===== config.mk =====
export PLATFORM = sky130hd
export DESIGN_NAME = stopwatch_ctrl
export DESIGN_NICKNAME = d
export VERILOG_FILES = /design/src/rtl/stopwatch_pkg.sv /design/src/rtl/stopwatch_ctrl_tick_prescaler.sv /design/src/rtl/stopwatch_ctrl.sv
export SDC_FILE = /design/constraint.sdc
export NUM_CORES = 1
export LEC_CHECK = 0
export ABC_AREA = 1
export BUFFER_PORTS_ARGS = -buffer_cell sky130_fd_sc_hd__buf_2
export CELL_PAD_IN_SITES_DETAIL_PLACEMENT = 1
export CELL_PAD_IN_SITES_GLOBAL_PLACEMENT = 2
export CORE_MARGIN = 1.5
export CORE_UTILIZATION = 29
export DETAILED_ROUTE_END_ITERATION = 16
export PLACE_DENSITY_LB_ADDON = 0.25
export SLEW_MARGIN = 0
export SYNTH_ARGS = -nofsm -noshare
export SYNTH_HDL_FRONTEND = slang
export SYNTH_HIERARCHICAL = 1
export SYNTH_SLANG_ARGS = --single-unit

===== constraint.sdc =====
create_clock -name clk -period 1.6 [get_ports clk]
set_input_delay 0.32 -clock clk [delete_from_list [all_inputs] [get_ports clk]]
set_output_delay 0.32 -clock clk [all_outputs]
set_load 0.02 [all_outputs]

===== src/rtl/stopwatch_pkg.sv =====
// Shared stopwatch definitions: mode encoding and default prescale ratio.
package stopwatch_pkg;

    typedef enum logic [1:0] {
        IDLE = 2'd0,
        RUN  = 2'd1,
        STOP = 2'd2,
        LAP  = 2'd3
    } state_t;

    localparam int unsigned CLK_DIV_DEFAULT = 100000;

    localparam logic [1:0] ST_IDLE = 2'd0;
    localparam logic [1:0] ST_RUN  = 2'd1;
    localparam logic [1:0] ST_STOP = 2'd2;
    localparam logic [1:0] ST_LAP  = 2'd3;

endpackage


===== src/rtl/stopwatch_ctrl_tick_prescaler.sv =====
// Divides the clock by CLK_DIV while enabled, emitting a one-cycle registered tick on wrap.
module tick_prescaler #(
    parameter int unsigned CLK_DIV = 4,
    parameter int unsigned CNT_W   = $clog2(CLK_DIV)
) (
    input  logic             clk,
    input  logic             rst,
    input  logic             en,
    input  logic             clr,
    output logic             tick,
    output logic [CNT_W-1:0] count
);

    localparam logic [CNT_W-1:0] CntMax = CNT_W'(CLK_DIV - 1);

    logic [CNT_W-1:0] r_cnt;
    logic             r_tick;

    always_ff @(posedge clk or posedge rst) begin
        if (rst) begin
            r_cnt  <= '0;
            r_tick <= 1'b0;
        end else begin
            r_tick <= 1'b0;
            if (clr) begin
                r_cnt <= '0;
            end else if (en) begin
                if (r_cnt == CntMax) begin
                    r_cnt  <= '0;
                    r_tick <= 1'b1;
                end else begin
                    r_cnt <= r_cnt + CNT_W'(1);
                end
            end
        end
    end

    assign tick  = r_tick;
    assign count = r_cnt;

endmodule


===== src/rtl/stopwatch_ctrl.sv =====
// Stopwatch mode FSM: decodes button pulses, issues clear/lap strobes and gates the prescaler.
module stopwatch_ctrl
    import stopwatch_pkg::*;
#(
    parameter int unsigned CLK_DIV = CLK_DIV_DEFAULT,
    parameter int unsigned CNT_W   = $clog2(CLK_DIV)
) (
    input  logic       clk,
    input  logic       rst,
    input  logic       ss_edge,
    input  logic       lap_edge,
    input  logic       clr_edge,
    output logic       tick,
    output logic       count_clr,
    output logic       lap_capture,
    output logic       disp_hold,
    output logic       running,
    output logic [1:0] state
);

    logic [1:0]       r_state;
    logic [1:0]       w_state_d;
    logic             r_count_clr;
    logic             r_lap_capture;
    logic             w_clr_d;
    logic             w_lap_d;
    logic             w_run_d;
    logic             w_pre_clr;
    logic             w_tick;
    logic [CNT_W-1:0] w_cnt;

    // Priority clr > ss > lap, applied only among events legal in the current state.
    always_comb begin
        w_state_d = r_state;
        w_clr_d   = 1'b0;
        w_lap_d   = 1'b0;
        case (r_state)
            ST_IDLE: begin
                if (clr_edge) begin
                    w_clr_d = 1'b1;
                end else if (ss_edge) begin
                    w_state_d = ST_RUN;
                end
            end
            ST_RUN: begin
                if (ss_edge) begin
                    w_state_d = ST_STOP;
                end else if (lap_edge) begin
                    w_state_d = ST_LAP;
                    w_lap_d   = 1'b1;
                end
            end
            ST_LAP: begin
                if (ss_edge) begin
                    w_state_d = ST_STOP;
                end else if (lap_edge) begin
                    w_state_d = ST_RUN;
                end
            end
            ST_STOP: begin
                if (clr_edge) begin
                    w_state_d = ST_IDLE;
                    w_clr_d   = 1'b1;
                end else if (ss_edge) begin
                    w_state_d = ST_RUN;
                end
            end
            default: w_state_d = ST_IDLE;
        endcase
    end

    always_ff @(posedge clk or posedge rst) begin
        if (rst) begin
            r_state       <= ST_IDLE;
            r_count_clr   <= 1'b0;
            r_lap_capture <= 1'b0;
        end else begin
            r_state       <= w_state_d;
            r_count_clr   <= w_clr_d;
            r_lap_capture <= w_lap_d;
        end
    end

    // Prescaler follows the next state so its registered tick lines up with running=1.
    assign w_run_d   = (w_state_d == ST_RUN) || (w_state_d == ST_LAP);
    assign w_pre_clr = (w_state_d == ST_IDLE);

    tick_prescaler #(
        .CLK_DIV (CLK_DIV),
        .CNT_W   (CNT_W)
    ) u_prescaler (
        .clk   (clk),
        .rst   (rst),
        .en    (w_run_d),
        .clr   (w_pre_clr),
        .tick  (w_tick),
        .count (w_cnt)
    );

    always @(posedge clk) begin
        if (!rst) begin
            assert (w_cnt <= CNT_W'(CLK_DIV - 1));
            assert (!w_tick || running);
        end
    end

    assign tick        = w_tick;
    assign count_clr   = r_count_clr;
    assign lap_capture = r_lap_capture;
    assign state       = r_state;
    assign running     = (r_state == ST_RUN) || (r_state == ST_LAP);
    assign disp_hold   = (r_state == ST_LAP);

endmodule


==> metrics.md, run 1 <==
| Metric | Value |
|---|---|
| Final hold violation count | `0` |
| Final ANT Viol Nets | `0` |
| Slowest cell on crit path | `dfrtp_2` |
| Die area | `0.00506 sq mm` |
| Met2 Resource Use GR | `32.9%` |
| Finished Cell Area | `0.00172 sq mm` |
| Syn avg cell area | `6.83 sq um` |
| Critical path startpoint category | `flop` |
| N_diodes | `0` |
| Final non-filler cell total | `277` |
| Final Cycle Share | `101%` |
| Worst path buffer plus inverter count | `3` |
| Final setup slack of the worst path | `-0.0107 ns` |
| Fmax | `621 MHz` |
| Initial antenna violation count | `0` |
| Register area share after synthesis | `40.9%` |
| P_leak | `0.000842 uW` |
| Comb pwr share | `29.7%` |
| Final Total Pwr | `1430 uW` |
| Root buffer cell | `clkbuf_8` |
| Initial DRT Pass Iterations | `4` |
| Met3 GRT Util | `2.14%` |
| Outcome | `finished, violations left` |
| Buffers on Ports | `11` |
| Chip height | `71.1 um` |
| Hold WC Path Type | `input port to flop` |
| Via-to-Cell Ratio | `4.69` |
| CP Class | `flop to flop` |
| Top Ports | `12` |
| Vias | `1300` |
| Max Cap Viol | `0` |
| CTS tree | `done` |
| FP Rows | `24` |
| Core area | `0.00441 sq mm` |
| Max-slew violations | `0` |
| Power density over cell area | `830 mW/mm^2` |
| GRT busiest layer | `met2` |
| CP Data Arrival Time | `1.81 ns` |
| Sequential power share | `46.1%` |
| Share of layout cells above drive strength 1 | `28.0%` |
| Switch Pwr | `476 uW` |
| CP delay by family, top | `simple AND/OR/NAND/NOR gates` |
| Critical Path Max Stage Delay | `0.46 ns` |
| Area added between synthesis and finish | `28.1%` |
| Clock period minus worst slack | `1.61 ns` |
| Worst Path Required | `1.80 ns` |
| Vias in the first global route | `1458` |
| Worst Path Max Fanout | `4` |
| Worst Tran Pin Value | `0.311 ns` |
| Initial cell density of the core | `30.5%` |
| Largest net degree at the start of global routing | `19` |
| Tot GR Track Use | `17.2%` |
| RSZ-0062 raised after global routing | `true` |
| Number of cells produced by synthesis | `197` |
| Clock share of power | `24.2%` |
| Cell mode on critical path | `nor2_4` |
| Critical path cell sequence | `inv_2, nand2_2, a21oi_4, nor2_4, nor2_4, inv_4, buf_6, nand4_1, nand2_1, nor2_1` |
| Syn nets | `203` |
| Global placer's final weighted congestion | `0.787` |
| Met1 usage | `19.6%` |
| Netlist cell types | `23` |
| CTS HTree Levels | `1` |
| Nets | `233` |
| Yosys warning total | `6` |
| Worst rel slew slack | `79.2%` |
| Final setup violation count | `1` |
| Drt first-iter violations | `36` |
| Clock transition at path regs | `0.08 ns` |
| Post-DP Area | `0.00158 sq mm` |
| Global-route wire length before repair | `6800 um` |
| Peak supply drop | `0.381 mV` |
| CTS sink cnt | `22` |
| Max Buffers Root-to-Sink | `2` |
| Switching part of the total | `33.3%` |
| Crit. End Element | `flop` |
| Layout Skew | `0.00369 ns` |
| Placed insts | `271` |
| CTS Buf Count | `3` |
| Total Wirelength | `3840 um` |
| Overflow after GRT | `0` |
| Drt drc | `0` |
| Die X | `71.1 um` |
| Worst-Skew Late Latency | `0.26 ns` |
| Pre-CTS setup slack | `-0.167 ns` |
| Flops & latches, synth | `22` |
| Failing checks | `setup timing` |
| Post-Syn Area | `0.00135 sq mm` |
| Internal power | `955 uW` |
| WL/cell | `13.9 um` |
| Hpwl dp | `3020 um` |
## cells in the final DEF (no fill, tap or decap), types with 4 or more instances in the layout
| master | count |
|---|---|
| buf_2 | 11 |
| buf_4 | 13 |
| dfrtp_1 | 20 |
| inv_1 | 24 |
| inv_2 | 4 |
| nand2_1 | 58 |
| nand2_2 | 4 |
| nand3_1 | 8 |
| nand3_2 | 6 |
| nand4_1 | 5 |
| nor2_1 | 30 |
| nor2_2 | 6 |
| nor2_4 | 6 |
| o21ai_1 | 4 |
## synth_stat cells
| master | instances | area share [%] |
|---|---|---|
| nor2_2 | 6 | 2.8 |
| nor2_4 | 1 | 0.84 |
| and2_1 | 1 | 0.46 |
| nor2_8 | 1 | 1.5 |
| nand3_2 | 2 | 1.5 |
| nand2_1 | 62 | 17 |
| inv_1 | 29 | 8.1 |
| xnor2_1 | 2 | 1.3 |
| nand2_2 | 1 | 0.46 |
| ha_1 | 1 | 0.93 |
| xor2_1 | 3 | 2.0 |
| clkbuf_1 | 1 | 0.28 |
| nor2_1 | 35 | 9.8 |
| buf_4 | 1 | 0.56 |
| buf_2 | 1 | 0.37 |
| a211oi_1 | 1 | 0.56 |
| o21ai_0 | 5 | 1.9 |
| nand3_1 | 12 | 4.5 |
| dfrtp_1 | 22 | 41 |
| a21oi_1 | 2 | 0.74 |
| o21ai_1 | 2 | 0.74 |
| nand4_1 | 5 | 2.3 |
| nor3_1 | 1 | 0.37 |
## worst paths after layout
path                                    start                                end  slack [ns]  depth (start not counted)
max reg2reg                state[0]$_DFF_PP0_   u_prescaler/count[7]$_DFFE_PP0P_       -0.01                         10
min in group asynchronous                 rst                count_clr$_DFF_PP0_        0.50                          3
max in group asynchronous                 rst  u_prescaler/count[12]$_DFFE_PP0P_        0.75                          4
max                        state[0]$_DFF_PP0_   u_prescaler/count[7]$_DFFE_PP0P_       -0.01                         10
min                                  lap_edge              lap_capture$_DFF_PP0_        0.33                          3
min reg2reg                state[1]$_DFF_PP0_              lap_capture$_DFF_PP0_        0.51                          1
## per-layer routing
layer | routed length, um | up-vias | part of all wire [%]
met5 | 0 | - | 0
met4 | 59 | 0 | 1.5
met3 | 68 | 4 | 1.8
met2 | 2080 | 13 | 54
met1 | 1630 | 625 | 42
li1 | - | 658 | -
## stage by stage
stage / hold WS (ns) / TNS [ns] / util (%)
after global routing: 0.357 / -0.791 / 39.1
after floorplan: 0.0859 / 0 / -
after detailed placement: 0.229 / -1.12 / 35.8
after CTS: 0.328 / 0 / 37.6
final: 0.327 / -0.0107 / 39.1
after global placement: 0.215 / -0.489 / 35.8
## cell families (layout without fill, tap and decap cells)
logic type	Yosys count	after routing	share of synthesized area (%)
buffers and inverters	32	60	9.29
AOI/OAI and AO/OA	10	10	3.90
xor gates and xnor gates	5	5	3.25
DFF	22	22	40.9
and+or+nand+nor	127	127	41.7
adders and majority gates	1	1	0.929
## flip-flops by register name, summed over array words and instances (netlist names)
register / cells
count_clr: 1
lap_capture: 1
state: 2
u_prescaler/count: 17
u_prescaler/tick: 1
## worst register-to-register path: stages (launching register included)
cell     delay, ns
dfrtp_2       0.46
inv_2         0.09
nand2_2       0.07
a21oi_4       0.23
nor2_4        0.07
nor2_4        0.18
inv_4         0.07
buf_6         0.12
nand4_1       0.10
nand2_1       0.08
nor2_1        0.08
## cell type report
type	count	area, sq um
Clock buffer	3	41.3
Fill cell	569	2690
Inverter	29	111
Multi-Input combinational cell	143	757
Sequential cell	22	553
Tap cell	52	65.1
Timing Repair Buffer	28	196
## power groups by stage
stage / logic [uW] / registers (uW) / clock network [uW]
after global placement: 375 / 663 / 0
after detailed placement: 386 / 667 / 0
after global routing: 462 / 666 / 384
final: 425 / 660 / 347
after floorplan: 196 / 672 / 0
after CTS: 402 / 658 / 362
## what timing repair did
item	4_1_cts	5_1_grt
endpoints found under the setup margin	14	15
hold buffers	1	0
gates resized for setup	3	23
buffers inserted	2	0
pin swaps	2	14
hold endpoints to repair	4	0
No activity file was read; power rests on OpenSTA's default activity.
==> inputs of run 2 (changes only) <==
SLEW_MARGIN = 5   (was 0)
clock period = 1.4 ns   (was 1.6 ns; I/O delays follow)
==> run 2 against run 1 <==
The flow still finishes with violations (setup timing). Count of clock-buffer cells in the layout rose by 1. Routed wire length is 9.6% higher. Critical path depth unchanged. Cell count is 5.8% higher. Combinational power grew 26%. Sequential share of layout area shrank 2.5 points.
==> metrics.md, run 2 (same netlist as run 1, synthesis figures left out) <==
| Metric | Value |
|---|---|
| Outcome | `finished, violations left (unchanged)` |
| Failing checks | `setup timing (unchanged)` |
| Setup Total Neg Slack | `-2.66 ns (was -0.0107 ns)` |
| Worst rel slew slack | `81.4% (was 79.2%)` |
| Largest net degree at the start of global routing | `19 (unchanged)` |
| Final Cycle Share | `115% (was 101%)` |
| Post-layout util | `42.3% (was 39.1%)` |
| WL/cell | `14.4 um (was 13.9 um)` |
| CP Data Arrival Time | `1.78 ns (was 1.81 ns)` |
| Reg2Reg Setup Slack | `-0.21 ns (was -0.01 ns)` |
| Max reg flops | `17 (unchanged)` |
| Die X | `71.1 um (unchanged)` |
| R2r startpoint | `state[0]$_DFF_PP0_ (unchanged)` |
| Cells on worst reg2reg path | `10 (unchanged)` |
| Commonest non-fill, non-tap cell in the layout | `nand2_1 (unchanged)` |
| Clock period minus worst slack | `1.61 ns (about the same)` |
| Hold Startpoint | `lap_edge (unchanged)` |
| Final hold violation count | `0 (unchanged)` |
| Power density over cell area | `963 mW/mm^2 (was 830 mW/mm^2)` |
| Most frequent cells in the layout | `nand2_1 (59), nor2_1 (31), buf_4 (29) (was nand2_1 (58), nor2_1 (30), inv_1 (24))` |
| Critical path startpoint category | `flop (unchanged)` |
| Core area | `0.00441 sq mm (unchanged)` |
| Drt first-iter violations | `23 (was 36)` |
| Tot GR Track Use | `18.8% (was 17.2%)` |
| Overflow after GRT | `0 (unchanged)` |
| Nets | `248 (was 233)` |
| CTS tree | `done (unchanged)` |
| CTS Buf Count | `3 (unchanged)` |
| Fmax | `620 MHz (was 621 MHz)` |
| Global-route wire length before repair | `7300 um (was 6800 um)` |
| Chip height | `71.1 um (unchanged)` |
| Initial DRT Pass Iterations | `4 (unchanged)` |
| Hpwl dp | `3240 um (was 3020 um)` |
| Vias in the first global route | `1441 (was 1458)` |
| Via-to-Cell Ratio | `4.71 (was 4.69)` |
| Worst-Skew Late Latency | `0.28 ns (was 0.26 ns)` |
| Initial antenna violation count | `0 (unchanged)` |
| P_leak | `0.000948 uW (was 0.000842 uW)` |
| Final setup violation count | `19 (was 1)` |
| N_diodes | `0 (unchanged)` |
| Worst Path Required | `1.57 ns (was 1.80 ns)` |
| Final ANT Viol Nets | `0 (unchanged)` |
| Area added between synthesis and finish | `38.7% (was 28.1%)` |
| Max Buffers Root-to-Sink | `2 (unchanged)` |
| Max Cap Viol | `0 (unchanged)` |
| Final Total Pwr | `1800 uW (was 1430 uW)` |
| Hold Path Stages | `4 (was 3)` |
| RSZ-0062 raised after global routing | `true (unchanged)` |
| Crit. End Element | `flop (unchanged)` |
| Peak supply drop | `0.464 mV (was 0.381 mV)` |
| CP Class | `flop to flop (unchanged)` |
| Worst Path Max Fanout | `6 (was 4)` |
| CP Launch Point | `state[0]$_DFF_PP0_ (unchanged)` |
| Vias | `1380 (was 1300)` |
| Max-slew violations | `0 (unchanged)` |
| Drt drc | `0 (unchanged)` |
| Share of layout cells above drive strength 1 | `31.5% (was 28.0%)` |
| Die area | `0.00506 sq mm (unchanged)` |
| Global placer's final weighted congestion | `0.805 (was 0.787)` |
| Initial cell density of the core | `30.5% (unchanged)` |
| Clock transition at path regs | `0.09 ns (was 0.08 ns)` |
| Hold WC Path Type | `input port to flop (unchanged)` |
| Top Ports | `12 (unchanged)` |
| Root buffer cell | `clkbuf_8 (unchanged)` |
| FP Rows | `24 (unchanged)` |
| CTS sink cnt | `22 (unchanged)` |
| CTS HTree Levels | `1 (unchanged)` |
| Buffers on Ports | `11 (unchanged)` |
| Total Wirelength | `4210 um (was 3840 um)` |
| Layout Skew | `0.00584 ns (was 0.00369 ns)` |
| Worst Tran Pin Value | `0.278 ns (was 0.311 ns)` |
| Final setup slack of the worst path | `-0.214 ns (was -0.0107 ns)` |
run 2: path summary, 6_finish.rpt:
check,endpoint
max reg2reg,u_prescaler/count[6]$_DFFE_PP0P_
min reg2reg,lap_capture$_DFF_PP0_
max,u_prescaler/count[6]$_DFFE_PP0P_
min,lap_capture$_DFF_PP0_
min in group asynchronous,lap_capture$_DFF_PP0_
max in group asynchronous,u_prescaler/count[1]$_DFFE_PP0P_
run 2: critical path, stage by stage, from the launching register on:
cell and delay (ns):
dfrtp_2 0.47, inv_2 0.09, nor2_1 0.05, nand2_1 0.08, nand3_2 0.12, nor2_4 0.18
nor2_4 0.08, buf_6 0.12, nor2_4 0.12, xnor2_2 0.13, nor2_1 0.06
run 2: power breakdown:
part | total (uW) | leakage [uW] | internal [uW] | switching, uW
sequential | 766 | 0.000298 | 690 | 76.0
combinational | 536 | 0.000622 | 245 | 291
clock | 496 | 0.0000288 | 252 | 244
run 2: stage by stage:
stage / hold WS, ns / instance area (sq um) / setup WS [ns] / cells
2_1_floorplan: 0.0459 / 1390 / -0.101 / 197
5_1_grt: 0.373 / 1870 / -0.294 / 293
4_1_cts: 0.291 / 1830 / -0.203 / 291
6_report: 0.358 / 1870 / -0.214 / 293
3_5_place_dp: 0.182 / 1690 / -0.209 / 283
3_3_place_gp: 0.171 / 1690 / -0.101 / 283
run 2: area by class of cell:
class	count	area, sq um
well taps	52	65.1
multi-input cells	143	777
repair buffers	43	305
clock buffers	4	55.1
flip-flops and latches	22	553
fillers	567	2550
inverters	29	111
run 2: what timing repair did:
action	CTS	global route
endpoints found under the hold margin	4	0
buffers inserted	3	2
hold buffers	1	0
gates resized for setup	11	6
pin swaps	9	7
endpoints found under the setup margin	19	19
run 2: routing by layer:
layer	wire [um]	GRT usage, %
met3	77	2.56
met1	2050	26.2
met4	53	5.45
met2	2020	30.6
met5	0	0
==> inputs of run 3 (changes only) <==
SYNTH_HIERARCHICAL = unset   (was 1)
==> run 3 against run 2 <==
Critical path depth fell by 1. Clock skew decreased by 0.0025 ns. Critical path type unchanged. Flip-flop and latch count unchanged. Clock power shrank 3%. Die area grew 2.3%. Power down 7.5%. The run still ends with setup timing left. Combinational power decreased by 20%. Non-clock buffer count shrank 1.
==> metrics.md, run 3 <==
| Metric | Value |
|---|---|
| Core area | `0.00447 sq mm (was 0.00441 sq mm)` |
| Clock transition at path regs | `0.09 ns (about the same)` |
| Syn nets | `212 (was 203)` |
| Chip height | `72.0 um (was 71.1 um)` |
| RSZ-0062 raised after global routing | `true (unchanged)` |
| Initial DRT Pass Iterations | `4 (unchanged)` |
| Netlist cell types | `21 (was 23)` |
| Switching part of the total | `33.5% (was 34.0%)` |
| Max-slew violations | `0 (unchanged)` |
| Critical path startpoint category | `flop (unchanged)` |
| Comb pwr share | `25.9% (was 29.8%)` |
| Worst Tran Pin Value | `0.351 ns (was 0.278 ns)` |
| Max Buffers Root-to-Sink | `2 (unchanged)` |
| Synth top area cells | `dfrtp_1 (40%), nand2_1 (20%), nor2_1 (7.9%), inv_1 (7.4%), nand3_1 (5.4%) (was dfrtp_1 (41%), nand2_1 (17%), nor2_1 (9.8%), inv_1 (8.1%), nand3_1 (4.5%))` |
| Nets | `255 (was 248)` |
| Tot GR Track Use | `18.7% (was 18.8%)` |
| Final non-filler cell total | `300 (was 293)` |
| Initial antenna violation count | `0 (unchanged)` |
| Failing checks | `setup timing (unchanged)` |
| Die area | `0.00518 sq mm (was 0.00506 sq mm)` |
| Commonest non-fill, non-tap cell in the layout | `nand2_1 (unchanged)` |
| Fillers | `580 (was 567)` |
| Number of cells produced by synthesis | `206 (was 197)` |
| Global-route wire length before repair | `7530 um (was 7300 um)` |
| Yosys warning total | `0 (was 6)` |
| Worst path buffer plus inverter count | `1 (was 2)` |
| Share of Yosys cell area claimed by the top area cell type | `39.9% (was 40.9%)` |
| Syn avg cell area | `6.69 sq um (was 6.83 sq um)` |
| Layout Skew | `0.00332 ns (was 0.00584 ns)` |
| Buffers on Ports | `11 (unchanged)` |
| Crit. End Element | `flop (unchanged)` |
| Final hold violation count | `0 (unchanged)` |
| Switch Pwr | `558 uW (was 611 uW)` |
| Via-to-Cell Ratio | `4.90 (was 4.71)` |
| Top Ports | `12 (unchanged)` |
| Drt first-iter violations | `59 (was 23)` |
| Area added between synthesis and finish | `44.3% (was 38.7%)` |
| WL/cell | `15.2 um (was 14.4 um)` |
| Root buffer cell | `clkbuf_8 (unchanged)` |
| Clock share of power | `28.9% (was 27.6%)` |
| CP delay by family, top | `simple AND/OR/NAND/NOR gates (unchanged)` |
| Worst Path Max Fanout | `8 (was 6)` |
| Fmax | `699 MHz (was 620 MHz)` |
| EDFF count, synth | `0 (unchanged)` |
| Final ANT Viol Nets | `0 (unchanged)` |
| Sequential power share | `45.2% (was 42.6%)` |
| Asr flop ratio synth | `100% (unchanged)` |
| CP Class | `flop to flop (unchanged)` |
| Cell mode on critical path | `nor2_4 (unchanged)` |
| Total Wirelength | `4570 um (was 4210 um)` |
| Global placer's final weighted congestion | `0.841 (was 0.805)` |
| FP Rows | `24 (unchanged)` |
| Worst-Skew Late Latency | `0.27 ns (was 0.28 ns)` |
| Hold WC Path Type | `input port to flop (unchanged)` |
| Hpwl dp | `3350 um (was 3240 um)` |
| Largest net degree at the start of global routing | `21 (was 19)` |
| CP Data Arrival Time | `1.60 ns (was 1.78 ns)` |
| Post-Syn Area | `0.00138 sq mm (was 0.00135 sq mm)` |
| Worst rel slew slack | `76.4% (was 81.4%)` |
| Final Cycle Share | `102% (was 115%)` |
| Vias in the first global route | `1668 (was 1441)` |
| Max Cap Viol | `0 (unchanged)` |
| Clock period minus worst slack | `1.43 ns (was 1.61 ns)` |
| Final setup violation count | `12 (was 19)` |
| Critical Path Max Stage Delay | `0.41 ns (was 0.47 ns)` |
| Register area share after synthesis | `39.9% (was 40.9%)` |
| Share of layout cells above drive strength 1 | `38.7% (was 31.5%)` |
| Cell with the most instances after synthesis | `nand2_1 (unchanged)` |
| P_leak | `0.000960 uW (was 0.000948 uW)` |
| Slowest cell on crit path | `dfrtp_1 (was dfrtp_2)` |
| Power density over cell area | `836 mW/mm^2 (was 963 mW/mm^2)` |
| Max reg flops | `17 (unchanged)` |
| Finished Cell Area | `0.00199 sq mm (was 0.00187 sq mm)` |
| Overflow after GRT | `0 (unchanged)` |
| Vias | `1471 (was 1380)` |
| Final setup slack of the worst path | `-0.0308 ns (was -0.214 ns)` |
| Worst Path Required | `1.57 ns (about the same)` |
| CTS tree | `done (unchanged)` |
| Peak supply drop | `0.516 mV (was 0.464 mV)` |
| Flops & latches, synth | `22 (unchanged)` |
| Most frequent cells in the layout | `nand2_1 (62), buf_4 (28), inv_1 (26) (was nand2_1 (59), nor2_1 (31), buf_4 (29))` |
| Die X | `72.0 um (was 71.1 um)` |
| CTS sink cnt | `22 (unchanged)` |
| N_diodes | `0 (unchanged)` |
| Post-layout util | `44.5% (was 42.3%)` |
| Predominant post-synthesis flop cell | `dfrtp_1 (unchanged)` |
| Synth top cells by count | `nand2_1 (73), nor2_1 (29), inv_1 (27) (was nand2_1 (62), nor2_1 (35), inv_1 (29))` |
| Placed insts | `292 (was 283)` |
| Initial cell density of the core | `30.8% (was 30.5%)` |
| Outcome | `finished, violations left (unchanged)` |
| Minimum hold slack | `0.210 ns (was 0.358 ns)` |
| Final Total Pwr | `1660 uW (was 1800 uW)` |
| CTS Buf Count | `3 (unchanged)` |
| Critical path cell sequence | `ha_4, nand2_4, nor2_4, nand2_2, nor2_4, nor2_4, buf_12, nand2_2, nand2_1 (was inv_2, nor2_1, nand2_1, nand3_2, nor2_4, nor2_4, buf_6, nor2_4, xnor2_2, nor2_1)` |
| Post-DP Area | `0.00167 sq mm (was 0.00169 sq mm)` |
| Largest area contributor in the netlist | `dfrtp_1 (unchanged)` |
| CTS HTree Levels | `1 (unchanged)` |
| Drt drc | `0 (unchanged)` |
| Internal power | `1110 uW (was 1190 uW)` |
[run 3: cell count changes in the layout (fill, tap and decap cells not counted), sizes merged, moves of 4 or more]
cell,delta
nand2,+11
o21ai,+5
nor3,+4
nor2,-11
[run 3: cell families (layout without fill, tap and decap cells)]
| logic type | Yosys count | after routing | share of synthesized area (%) |
|---|---|---|---|
| AOI/OAI and AO/OA | 13 | 13 | 5.72 |
| xor gates and xnor gates | 4 | 4 | 2.54 |
| adders and majority gates | 1 | 1 | 0.907 |
| buffers and inverters | 32 | 74 | 9.98 |
| DFF | 22 | 22 | 39.9 |
| and+or+nand+nor | 134 | 134 | 40.9 |
[run 3: layer usage]
| metal | up-vias | share of wire [%] | wire length [um] | GRT usage (%) |
|---|---|---|---|---|
| met1 | 729 | 45 | 2070 | 23.1 |
| li1 | 720 | - | - | - |
| met5 | - | 0 | 0 | 0 |
| met3 | 7 | 1.5 | 67 | 3.19 |
| met4 | 0 | 1.5 | 70 | 6.71 |
| met2 | 15 | 52 | 2370 | 32.7 |
[run 3: cell type report]
type,instances,area [sq um],share of cell area [%]
tap,52,65.1,3.27
timing repair buffer,42,307,15.4
inverter,28,110,5.53
sequential,22,557,28.0
multi-input combinational,152,896,45.0
clock buffer,4,55.1,2.77
[run 3: final timing paths]
check,start,endpoint,slack [ns],cells after the start
worst max-delay path,u_prescaler.count[1]$_DFFE_PP0P_,u_prescaler.count[2]$_DFFE_PP0P_,-0.03,9
worst max register to register,u_prescaler.count[1]$_DFFE_PP0P_,u_prescaler.count[2]$_DFFE_PP0P_,-0.03,9
worst min register to register,state[1]$_DFF_PP0_,lap_capture$_DFF_PP0_,0.53,1
min in group asynchronous,rst,lap_capture$_DFF_PP0_,0.41,3
worst min-delay path,ss_edge,lap_capture$_DFF_PP0_,0.21,2
max in group asynchronous,rst,u_prescaler.count[8]$_DFFE_PP0P_,0.49,4
[run 3: power groups by stage]
stage	sequential (uW)	clock (uW)	combinational, uW
2_1_floorplan	751	0	175
3_3_place_gp	730	0	297
3_5_place_dp	738	0	314
4_1_cts	733	488	377
5_1_grt	759	514	466
6_report	753	481	431
[run 3: repair_timing]
action	4_1_cts	5_1_grt
hold buffers	1	0
cloned	0	0
setup buffers	3	0
setup endpoints to repair	17	18
pin swaps	13	11
resized for setup	30	35
hold endpoints to repair	2	0
[run 3: metrics by stage]
stage	setup TNS (ns)	setup WS, ns
6_report	-0.182	-0.0308
5_1_grt	-1.30	-0.111
4_1_cts	-0.0757	-0.0158
3_5_place_dp	-3.48	-0.305
3_3_place_gp	-2.51	-0.203
2_1_floorplan	0	0.00661
